## config.mk

```make
export PLATFORM = sky130hd
export DESIGN_NAME = plane_sweep_ctrl_flat
export DESIGN_NICKNAME = d
export VERILOG_FILES = /design/src/rtl/plane_sweep_pkg.sv /design/src/rtl/plane_sweep_ctrl_if.sv /design/src/rtl/plane_sweep_ctrl_mod_norm.sv /design/src/rtl/plane_sweep_ctrl.sv /design/src/flat_wrapper.sv
export SDC_FILE = /design/constraint.sdc
export NUM_CORES = 1
export LEC_CHECK = 0
export CORE_ASPECT_RATIO = 0.8
export CORE_MARGIN = 4
export CORE_UTILIZATION = 47
export CTS_CLUSTER_DIAMETER = 120
export CTS_CLUSTER_SIZE = 12
export DETAILED_ROUTE_END_ITERATION = 10
export PLACE_DENSITY = 0.74
export SLEW_MARGIN = 20
export SYNTH_ARGS = -nofsm -noshare
export SYNTH_HDL_FRONTEND = slang
export SYNTH_SLANG_ARGS = --single-unit
export TNS_END_PERCENT = 50
```

## constraint.sdc

```tcl
create_clock -name clk -period 5.7 [get_ports clk]
set_input_delay 0.57 -clock clk [delete_from_list [all_inputs] [get_ports clk]]
set_output_delay 0.57 -clock clk [all_outputs]
set_load 0.02 [all_outputs]
```

## src/rtl/plane_sweep_pkg.sv

```systemverilog
// Shared state encoding and default geometry for the plane sweep controller.
package plane_sweep_pkg;

  localparam int N_DEF      = 5;
  localparam int K_DEF      = 3;
  localparam int ROUNDS_DEF = 1;

  typedef enum logic [2:0] {
    S_IDLE  = 3'd0,
    S_INIT  = 3'd1,
    S_NORM  = 3'd2,
    S_READ  = 3'd3,
    S_OP    = 3'd4,
    S_WRITE = 3'd5,
    S_NEXT  = 3'd6,
    S_DONE  = 3'd7
  } state_e;

endpackage

```

## src/rtl/plane_sweep_ctrl_if.sv

```systemverilog
// Handshake and memory-strobe bundle between the sweep controller (master) and its environment (slave).
interface plane_sweep_ctrl_if #(
  parameter int AW = 5,
  parameter int RW = 1
);

  logic          start;
  logic          dp_ready;
  logic          busy;
  logic          done;
  logic          mem_rd;
  logic          mem_wr;
  logic [AW-1:0] src_addr;
  logic [AW-1:0] dst_addr;
  logic          alu_en;
  logic [RW-1:0] round_idx;

  modport master (
    input  start, dp_ready,
    output busy, done, mem_rd, mem_wr, src_addr, dst_addr, alu_en, round_idx
  );

  modport slave (
    output start, dp_ready,
    input  busy, done, mem_rd, mem_wr, src_addr, dst_addr, alu_en, round_idx
  );

endinterface

```

## src/rtl/plane_sweep_ctrl_mod_norm.sv

```systemverilog
// Iterative modular normaliser: adds N once per cycle until the loaded offset is non-negative.
module mod_norm #(
  parameter int N  = 5,
  parameter int TW = 6,
  parameter int XW = 3
) (
  input  logic                 clk,
  input  logic                 rst,
  input  logic                 load,
  input  logic signed [TW-1:0] load_val,
  output logic                 busy,
  output logic        [XW-1:0] result
);

  localparam logic signed [TW-1:0] N_S = TW'(N);

  logic signed [TW-1:0] t_r;

  // Offset register: load wins, otherwise one +N correction while negative.
  always_ff @(posedge clk) begin
    if (rst) begin
      t_r <= '0;
    end else if (load) begin
      t_r <= load_val;
    end else if (t_r[TW-1]) begin
      t_r <= t_r + N_S;
    end else begin
      t_r <= t_r;
    end
  end

  assign busy   = t_r[TW-1];
  assign result = t_r[XW-1:0];

endmodule

```

## src/rtl/plane_sweep_ctrl.sv

```systemverilog
// Plane sweep controller: visits every element of an N x N array, reading column (x - K*y) mod N.
// Defining PLANE_SWEEP_ROUNDS_EN enables ROUNDS repeated sweeps; otherwise a single sweep runs.
module plane_sweep_ctrl
  import plane_sweep_pkg::*;
#(
  parameter int N      = N_DEF,
  parameter int K      = K_DEF,
  parameter int ROUNDS = ROUNDS_DEF
) (
  input  logic               clk,
  input  logic               rst,
  plane_sweep_ctrl_if.master bus
);

  localparam int AW = $clog2(N * N);
  localparam int RW = $clog2(ROUNDS + 1);
  localparam int XW = $clog2(N);
  localparam int TW = $clog2((K + 1) * N + 1) + 1;

  localparam logic        [XW-1:0] X_LAST = XW'(N - 1);
  localparam logic signed [TW-1:0] K_S    = TW'(K);

  state_e               state_r, state_nxt;
  logic        [XW-1:0] x_r, x_nxt, y_r, y_nxt, xs_r, xs_nxt;
  logic        [RW-1:0] round_r, round_nxt;
  logic        [AW-1:0] src_r, src_nxt, dst_r, dst_nxt;
  logic                 busy_r, done_r, rd_r, wr_r, alu_r;
  logic                 norm_load_s, norm_busy_s, last_round_s;
  logic        [XW-1:0] norm_res_s;
  logic signed [TW-1:0] t_init_s;

  // Raw source column offset; negative for most rows until normalised.
  assign t_init_s = $signed(TW'(x_r)) - K_S * $signed(TW'(y_r));

  mod_norm #(.N(N), .TW(TW), .XW(XW)) u_norm (
    .clk      (clk),
    .rst      (rst),
    .load     (norm_load_s),
    .load_val (t_init_s),
    .busy     (norm_busy_s),
    .result   (norm_res_s)
  );

`ifdef PLANE_SWEEP_ROUNDS_EN
  assign last_round_s  = (round_r == RW'(ROUNDS - 1));
  assign bus.round_idx = round_r;
`else
  assign last_round_s  = 1'b1;
  assign bus.round_idx = '0;
`endif

  // Next-state, position counters and address capture on entry to READ.
  always_comb begin
    state_nxt   = state_r;
    x_nxt       = x_r;
    y_nxt       = y_r;
    xs_nxt      = xs_r;
    round_nxt   = round_r;
    src_nxt     = src_r;
    dst_nxt     = dst_r;
    norm_load_s = 1'b0;
    case (state_r)
      S_IDLE: begin
        if (bus.start) begin
          state_nxt = S_INIT;
          x_nxt     = '0;
          y_nxt     = '0;
          round_nxt = '0;
        end else begin
          state_nxt = S_IDLE;
        end
      end
      S_INIT: begin
        norm_load_s = 1'b1;
        state_nxt   = S_NORM;
      end
      S_NORM: begin
        if (norm_busy_s) begin
          state_nxt = S_NORM;
        end else begin
          xs_nxt    = norm_res_s;
          src_nxt   = AW'(y_r) * AW'(N) + AW'(norm_res_s);
          dst_nxt   = AW'(y_r) * AW'(N) + AW'(x_r);
          state_nxt = S_READ;
        end
      end
      S_READ:  state_nxt = S_OP;
      S_OP: begin
        if (bus.dp_ready) begin
          state_nxt = S_WRITE;
        end else begin
          state_nxt = S_OP;
        end
      end
      S_WRITE: state_nxt = S_NEXT;
      S_NEXT: begin
        state_nxt = S_INIT;
        if (x_r == X_LAST) begin
          x_nxt = '0;
          if (y_r == X_LAST) begin
            y_nxt = '0;
            if (last_round_s) begin
              state_nxt = S_DONE;
            end else begin
              round_nxt = round_r + RW'(1);
            end
          end else begin
            y_nxt = y_r + XW'(1);
          end
        end else begin
          x_nxt = x_r + XW'(1);
        end
      end
      S_DONE:  state_nxt = S_IDLE;
      default: state_nxt = S_IDLE;
    endcase
  end

  // State, counters and outputs are all registered from the next-state decode.
  always_ff @(posedge clk) begin
    if (rst) begin
      state_r <= S_IDLE;
      x_r     <= '0;
      y_r     <= '0;
      xs_r    <= '0;
      round_r <= '0;
      src_r   <= '0;
      dst_r   <= '0;
      busy_r  <= 1'b0;
      done_r  <= 1'b0;
      rd_r    <= 1'b0;
      wr_r    <= 1'b0;
      alu_r   <= 1'b0;
    end else begin
      state_r <= state_nxt;
      x_r     <= x_nxt;
      y_r     <= y_nxt;
      xs_r    <= xs_nxt;
      round_r <= round_nxt;
      src_r   <= src_nxt;
      dst_r   <= dst_nxt;
      busy_r  <= (state_nxt != S_IDLE) && (state_nxt != S_DONE);
      done_r  <= (state_nxt == S_DONE);
      rd_r    <= (state_nxt == S_READ);
      wr_r    <= (state_nxt == S_WRITE);
      alu_r   <= (state_nxt == S_OP);
    end
  end

  assign bus.busy     = busy_r;
  assign bus.done     = done_r;
  assign bus.mem_rd   = rd_r;
  assign bus.mem_wr   = wr_r;
  assign bus.alu_en   = alu_r;
  assign bus.src_addr = src_r;
  assign bus.dst_addr = dst_r;

endmodule
```

## src/flat_wrapper.sv

```systemverilog
// flat-port wrapper written by rule: the top's interface ports become plain ports
module plane_sweep_ctrl_flat import plane_sweep_pkg::*;
#(
  parameter int N      = N_DEF,
  parameter int K      = K_DEF,
  parameter int ROUNDS = ROUNDS_DEF
)
  (clk, rst, bus_start, bus_dp_ready, bus_busy, bus_done, bus_mem_rd, bus_mem_wr, bus_src_addr, bus_dst_addr, bus_alu_en, bus_round_idx);
  plane_sweep_ctrl_if bus_i ();
  input  logic clk;
  input  logic rst;
  input wire logic [$bits(bus_i.start)-1:0] bus_start;
  input wire logic [$bits(bus_i.dp_ready)-1:0] bus_dp_ready;
  output wire logic [$bits(bus_i.busy)-1:0] bus_busy;
  output wire logic [$bits(bus_i.done)-1:0] bus_done;
  output wire logic [$bits(bus_i.mem_rd)-1:0] bus_mem_rd;
  output wire logic [$bits(bus_i.mem_wr)-1:0] bus_mem_wr;
  output wire logic [$bits(bus_i.src_addr)-1:0] bus_src_addr;
  output wire logic [$bits(bus_i.dst_addr)-1:0] bus_dst_addr;
  output wire logic [$bits(bus_i.alu_en)-1:0] bus_alu_en;
  output wire logic [$bits(bus_i.round_idx)-1:0] bus_round_idx;
  assign bus_i.start = bus_start;
  assign bus_i.dp_ready = bus_dp_ready;
  assign bus_busy = bus_i.busy;
  assign bus_done = bus_i.done;
  assign bus_mem_rd = bus_i.mem_rd;
  assign bus_mem_wr = bus_i.mem_wr;
  assign bus_src_addr = bus_i.src_addr;
  assign bus_dst_addr = bus_i.dst_addr;
  assign bus_alu_en = bus_i.alu_en;
  assign bus_round_idx = bus_i.round_idx;
  plane_sweep_ctrl #(.N(N), .K(K), .ROUNDS(ROUNDS)) u_core (.clk(clk), .rst(rst), .bus(bus_i));
endmodule
```

==> flow_summary.yaml, run 1 <==
run_status:
  status: "completed"
sta:
  skew_ns: 0.00459
  slew_viol_final: 0
  setup_ws_ns: 3.33
  finalCritPeriodShare_pct: 41.5
  setup_viol: 0
  period_minus_slack_ns: 2.37
  fmax_ghz: 0.423
  rsz0062_at_grt: "no"
  final-hold-violation-count: 0
  worst_pin_slew_ns: 0.502
  maxSlewHeadroom_pct: 66.4
  setup-tns-final_ns: 0
route:
  post_drt_via_cell_ratio: 5.03
  vias: 1372
  drc_errors: 0
  firstDrtPassIters: 4
  drt_iter0_drc: 79
  routedWlPerCell_um: 12.9
  ant_nets: 0
  finalWirelength_um: 3510
setup_path:
  path_class: "flop to flop"
  crit_start: "u_core.y_r[1]"
  crit_fanout: 8
  crit_path_max_incr_delay_ns: 0.48
  crit_top_cell: "ha_1"
  reg2reg_depth: 8
  arrival_ns: 2.57
  cp-end-kind: "flop"
  path_cells: "ha_1 > fa_1 > inv_1 > ha_1 > nand2_1 > o21ai_0 > mux2_2 > a21oi_1"
  ff2ff_setup_slack_ns: 3.33
  regToRegEndpoint: "u_core.u_norm.t_r[3]"
  cp-start-kind: "flop"
  critPathRequiredTime_ns: 5.90
  slowest_stage: "fa_1"
  r2r-start: "u_core.y_r[1]"
place:
  post_dp_cell_area_mm2: 0.00202
  place_hpwl_um: 2620
  dpl_worst_slack_ns: 3.34
  routabilityCongestion: 0.889
  port_buffers: 18
synthesis:
  synthSimpleGateAreaFrac_pct: 17.9
  synth_top_family_by_area: "simple AND/OR/NAND/NOR gates"
  ys_seq_area_share_pct: 32.6
  synth_xor_area_share_pct: 4.28
  synth_nets: 226
  yosysTopAreaCell: "dfxtp_1"
  syn_inst: 201
  syn_area_mm2: 0.00184
  syn_area_per_cell_um2: 9.16
  ys_ff_latch: 30
  yosysUniqueCellTypes: 49
  synthTopCellsByArea: "dfxtp_1, ha_1, a21oi_1"
  synth_mux_area_share_pct: 4.01
  synthAdderAreaFrac_pct: 15.9
  synth-compound-area-share_pct: 17.5
  synth_top_area_share_pct: 32.6
  yosysWarnings: 0
clocking:
  cts_tree: "built"
  cts_buffers: 5
  ctsHoldBuffers: 0
  cts_resized: 0
  clk_pin_slew_worst_paths_ns: 0.06
  clock_latency_ns: 0.27
  htreeDepth: 2
  clock_path_buffers: 2
  cts.sinks: 30
  post_cts_buffers: 0
  root_buffer: "clkbuf_8"
die:
  die-area_mm2: 0.00499
  dieHeight_um: 64.0
  pin_count: 20
  die_w_um: 78.0
  rows: 20
  core_mm2: 0.00378
  initial_utilization_pct: 48.7
power:
  finalPower_uw: 497
  powerDensity_mw_per_mm2: 234
  vdd_drop_max_mv: 0.137
  power.leakage_uw: 0.000819
grt:
  grt_pass1_wl_um: 6040
  grt_max_degree: 30
  track_usage_pct: 15.3
  grt_pass1_vias: 1333
  grt-ovfl-total: 0
  antenna_found_initial: 0
min_path:
  hp-class: "flop to flop"
  min_to: "u_core.bus.src_addr[4]"
  hold_depth: 2
  min_from: "u_core.bus.src_addr[4]"
finish:
  num-nets-final: 242
  stdcell_area_mm2: 0.00213
  layout_common_cells: "dfxtp_1, a21oi_1, nand2_1, clkdlybuf4s50_1, ha_1"
  area_growth_pct: 15.5
  final_common_cell: "dfxtp_1"
  fill_cells: 350
  diodes: 0
  drive_gt1_share_pct: 8.26
flow_run:
  drv_cap: 0
worst max-delay path by stage:
stage                             end  slack (ns)  cells after the start
4_1_cts          u_core.u_norm.t_r[3]        3.31                      8
3_3_place_gp   u_core.bus.dst_addr[3]        3.40                      6
6_report         u_core.u_norm.t_r[3]        3.33                      8
2_1_floorplan    u_core.u_norm.t_r[3]        3.52                      8
5_1_grt          u_core.u_norm.t_r[3]        3.17                      8
3_5_place_dp     u_core.u_norm.t_r[3]        3.34                      8
synth_stat cells (all sizes together):
library cell / instances
a2bb2oi: 1
or3b: 1
mux2i: 4
xor2: 1
ha: 17
dfxtp: 30
nand4: 2
o31ai: 1
a211oi: 8
nor2b: 3
and2: 1
nor2: 11
o21a: 1
xnor2: 8
fa: 4
o22ai: 1
nand2: 18
nor4b: 3
conb: 1
and3: 1
inv: 13
nand2b: 4
o211a: 1
buf: 9
o311a: 1
o21ai: 8
a21o: 2
nand3: 2
a31o: 2
clkbuf: 2
nor3b: 2
or3: 1
a32o: 1
nor3: 4
a21oi: 22
a311oi: 1
nor4: 1
or4b: 1
or2b: 1
nand3b: 2
o211ai: 1
mux2: 3
per-layer routing:
metal	vias to the layer above	GRT usage [%]	share of wire [%]
met5	-	0	0
met4	0	6.33	1.5
met3	6	4.37	3.2
met2	19	21.9	42
met1	613	21.3	53
li1	734	-	-
power breakdown:
part / switching (uW) / leakage, uW / internal (uW)
logic: 36.3 / 0.000518 / 30.2
registers: 14.3 / 0.000244 / 220
clock network: 74.7 / 0.0000575 / 122
total: 125 / 0.000819 / 372
layout make-up:
type	count	area (um2)	area share, %
multi-input cells	147	1100	51.9
inverters	13	48.8	2.30
repair buffers	20	195	9.18
well taps	55	68.8	3.24
clock buffers	8	110	5.18
flip-flops and latches	30	601	28.3
worst max-delay path, delay by kind of cell, from the launching register on:
kind | cells | cell delay (ns)
adder cells (fa/ha/maj) | 3 | 1.07
flip-flops | 1 | 0.40
multiplexers | 1 | 0.36
AO/OA/AOI/OAI | 2 | 0.35
AND/OR/NAND/NOR | 1 | 0.07
buffers and inverters | 1 | 0.04
registers in the layout, indices dropped and copies added, names as in the netlist, 3 cells and up:
register / flops
u_core.u_norm.t_r: 6
u_core.y_r: 3
u_core.bus.dst_addr: 5
u_core.x_r: 3
u_core.state_r: 3
u_core.bus.src_addr: 5
logic make-up (layout without fill, tap and decap cells):
| logic type | after synthesis | in the layout |
|---|---|---|
| buf+inv | 24 | 41 |
| other cells | 1 | 1 |
| flops | 30 | 30 |
| fa+ha+maj | 21 | 21 |
| xor+xnor | 9 | 9 |
| mux | 7 | 7 |
| compound gates | 51 | 51 |
| simple gates | 58 | 58 |
metrics by stage:
step / utilization [%] / hold WS [ns] / cells
2_1_floorplan: - / 0.491 / 201
3_3_place_gp: 53.3 / 0.443 / 265
3_5_place_dp: 53.3 / 0.446 / 265
4_1_cts: 56.3 / 0.455 / 273
5_1_grt: 56.3 / 0.488 / 273
6_report: 56.3 / 0.455 / 273
(Power assumes the default switching activity.)
==> run 2: changes to the inputs <==
- PLACE_DENSITY: 0.74 -> 0.77
- clock period: 5.7 -> 2 ns (I/O delays scaled with it)
==> flow_summary.yaml, run 2 (same netlist as run 1, synthesis figures left out) <==
setup_path:
  path_cells: "ha_4 > fa_1 > inv_2 > ha_4 > nand2_2 > o21ai_2 > mux2_4 > a21oi_1"
  critPathRequiredTime_ns: 2.22
  arrival_ns: 2.26
  cp-end-kind: "flop"
  path_class: "flop to flop"
  ff2ff_setup_slack_ns: -0.05
  critPathTopFamily: "adder cells"
  reg2reg_depth: 8
  crit_fanout: 4
  crit_top_cell: "ha_4"
  path_depth: 8
  cp-start-kind: "flop"
  critPathBufInv: 1
  crit_path_max_incr_delay_ns: 0.49
  slowest_stage: "fa_1"
run_status:
  status: "finished, violations left"
  failed_checks: "negative setup slack"
finish:
  regArea_um2: 606
  final_common_cell: "dfxtp_1"
  drive_gt1_share_pct: 16.1
  num-nets-final: 250
  largest_reg_flops: 6
  fill_cells: 327
  layout_common_cells: "dfxtp_1, a21oi_1, clkdlybuf4s50_1"
  area_growth_pct: 20.5
  regMostFlops: "u_core.u_norm.t_r"
  multi_input_area_mm2: 0.00116
  diodes: 0
clocking:
  clk_pin_slew_worst_paths_ns: 0.06
  clock_path_buffers: 2
  cts_tree: "built"
  cts.sinks: 30
  post_cts_buffers: 0
  clock_latency_ns: 0.28
  root_buffer: "clkbuf_8"
  ctsHoldBuffers: 0
  cts_buffers: 5
  htreeDepth: 2
place:
  port_buffers: 18
  dpl_worst_slack_ns: -0.0837
  place_hpwl_um: 2790
  routabilityCongestion: 0.853
die:
  dieHeight_um: 64.0
  initial_utilization_pct: 48.7
  core_mm2: 0.00378
  die-area_mm2: 0.00499
  pin_count: 20
  die_w_um: 78.0
  rows: 20
power:
  vdd_drop_max_mv: 0.321
  powerDensity_mw_per_mm2: 600
  power.leakage_uw: 0.000856
  finalPower_uw: 1330
route:
  finalWirelength_um: 3810
  post_drt_via_cell_ratio: 5.34
  firstDrtPassIters: 4
  vias: 1489
  routedWlPerCell_um: 13.6
  ant_nets: 0
  drc_errors: 0
  drt_iter0_drc: 88
sta:
  setup_ws_ns: -0.0491
  fmax_ghz: 0.488
  period_minus_slack_ns: 2.05
  final-hold-violation-count: 0
  finalCritPeriodShare_pct: 102
  slew_viol_final: 0
  skew_ns: 0.00322
  setup_viol: 1
  rsz0062_at_grt: "yes"
grt:
  grt-ovfl-total: 0
  track_usage_pct: 16.5
  grt_pass1_vias: 1373
  grt_max_degree: 17
  grt_pass1_wl_um: 6380
  antenna_found_initial: 0
min_path:
  hold_depth: 2
  hp-class: "flop to flop"
flow_run:
  drv_cap: 0
[run 2: cell count changes in the layout (fill, tap and decap cells not counted), sizes merged]
cell / change
buf: +8
clkbuf: -2
[run 2: per-layer routing]
| metal | share of wire [%] | routed length (um) | track usage [%] |
|---|---|---|---|
| met4 | 2.2 | 82 | 8.52 |
| met5 | 0 | 0 | 0 |
| met1 | 48 | 1830 | 22.0 |
| met3 | 3.8 | 145 | 4.23 |
| met2 | 46 | 1750 | 24.5 |
[run 2: metrics by stage]
| step | utilization, % | area, um2 | std cells | hold WS, ns | TNS, ns |
|---|---|---|---|---|---|
| floorplan | - | 1870 | 201 | 0.371 | -0.0117 |
| global placement | 55.7 | 2110 | 273 | 0.441 | -0.0360 |
| detailed placement | 55.7 | 2110 | 273 | 0.444 | -0.0837 |
| CTS | 58.1 | 2200 | 279 | 0.453 | -0.0757 |
| global route | 58.7 | 2220 | 279 | 0.474 | -0.201 |
| finish | 58.7 | 2220 | 279 | 0.447 | -0.0491 |
[run 2: layout make-up]
class,instances,area share [%]
timing repair buffer,28,11.5
tap,55,3.10
inverter,13,2.20
sequential,30,27.3
clock buffer,6,3.72
multi-input combinational,147,52.1
[run 2: repair_timing]
item | 4_1_cts | 5_1_grt
resized for setup | 2 | 7
pin swaps | 1 | 2
setup endpoints to repair | 2 | 5
[run 2: worst min-delay path: stages, from the launching register on]
cell and delay [ns]:
dfxtp_1 0.30, nand2_1 0.05, a21oi_1 0.05
[run 2: path summary, 6_finish.rpt]
| kind | to | from |
|---|---|---|
| max | u_core.u_norm.t_r[3] | u_core.y_r[1] |
| min | u_core.bus.src_addr[4] | u_core.bus.src_addr[4] |
| max reg2reg | u_core.u_norm.t_r[3] | u_core.y_r[1] |
| min reg2reg | u_core.bus.src_addr[4] | u_core.bus.src_addr[4] |
[run 2: power breakdown]
part / switching (uW) / total (uW) / internal [uW]
combinational: 107 / 198 / 90.3
clock: 205 / 470 / 264
sequential: 37.8 / 663 / 625
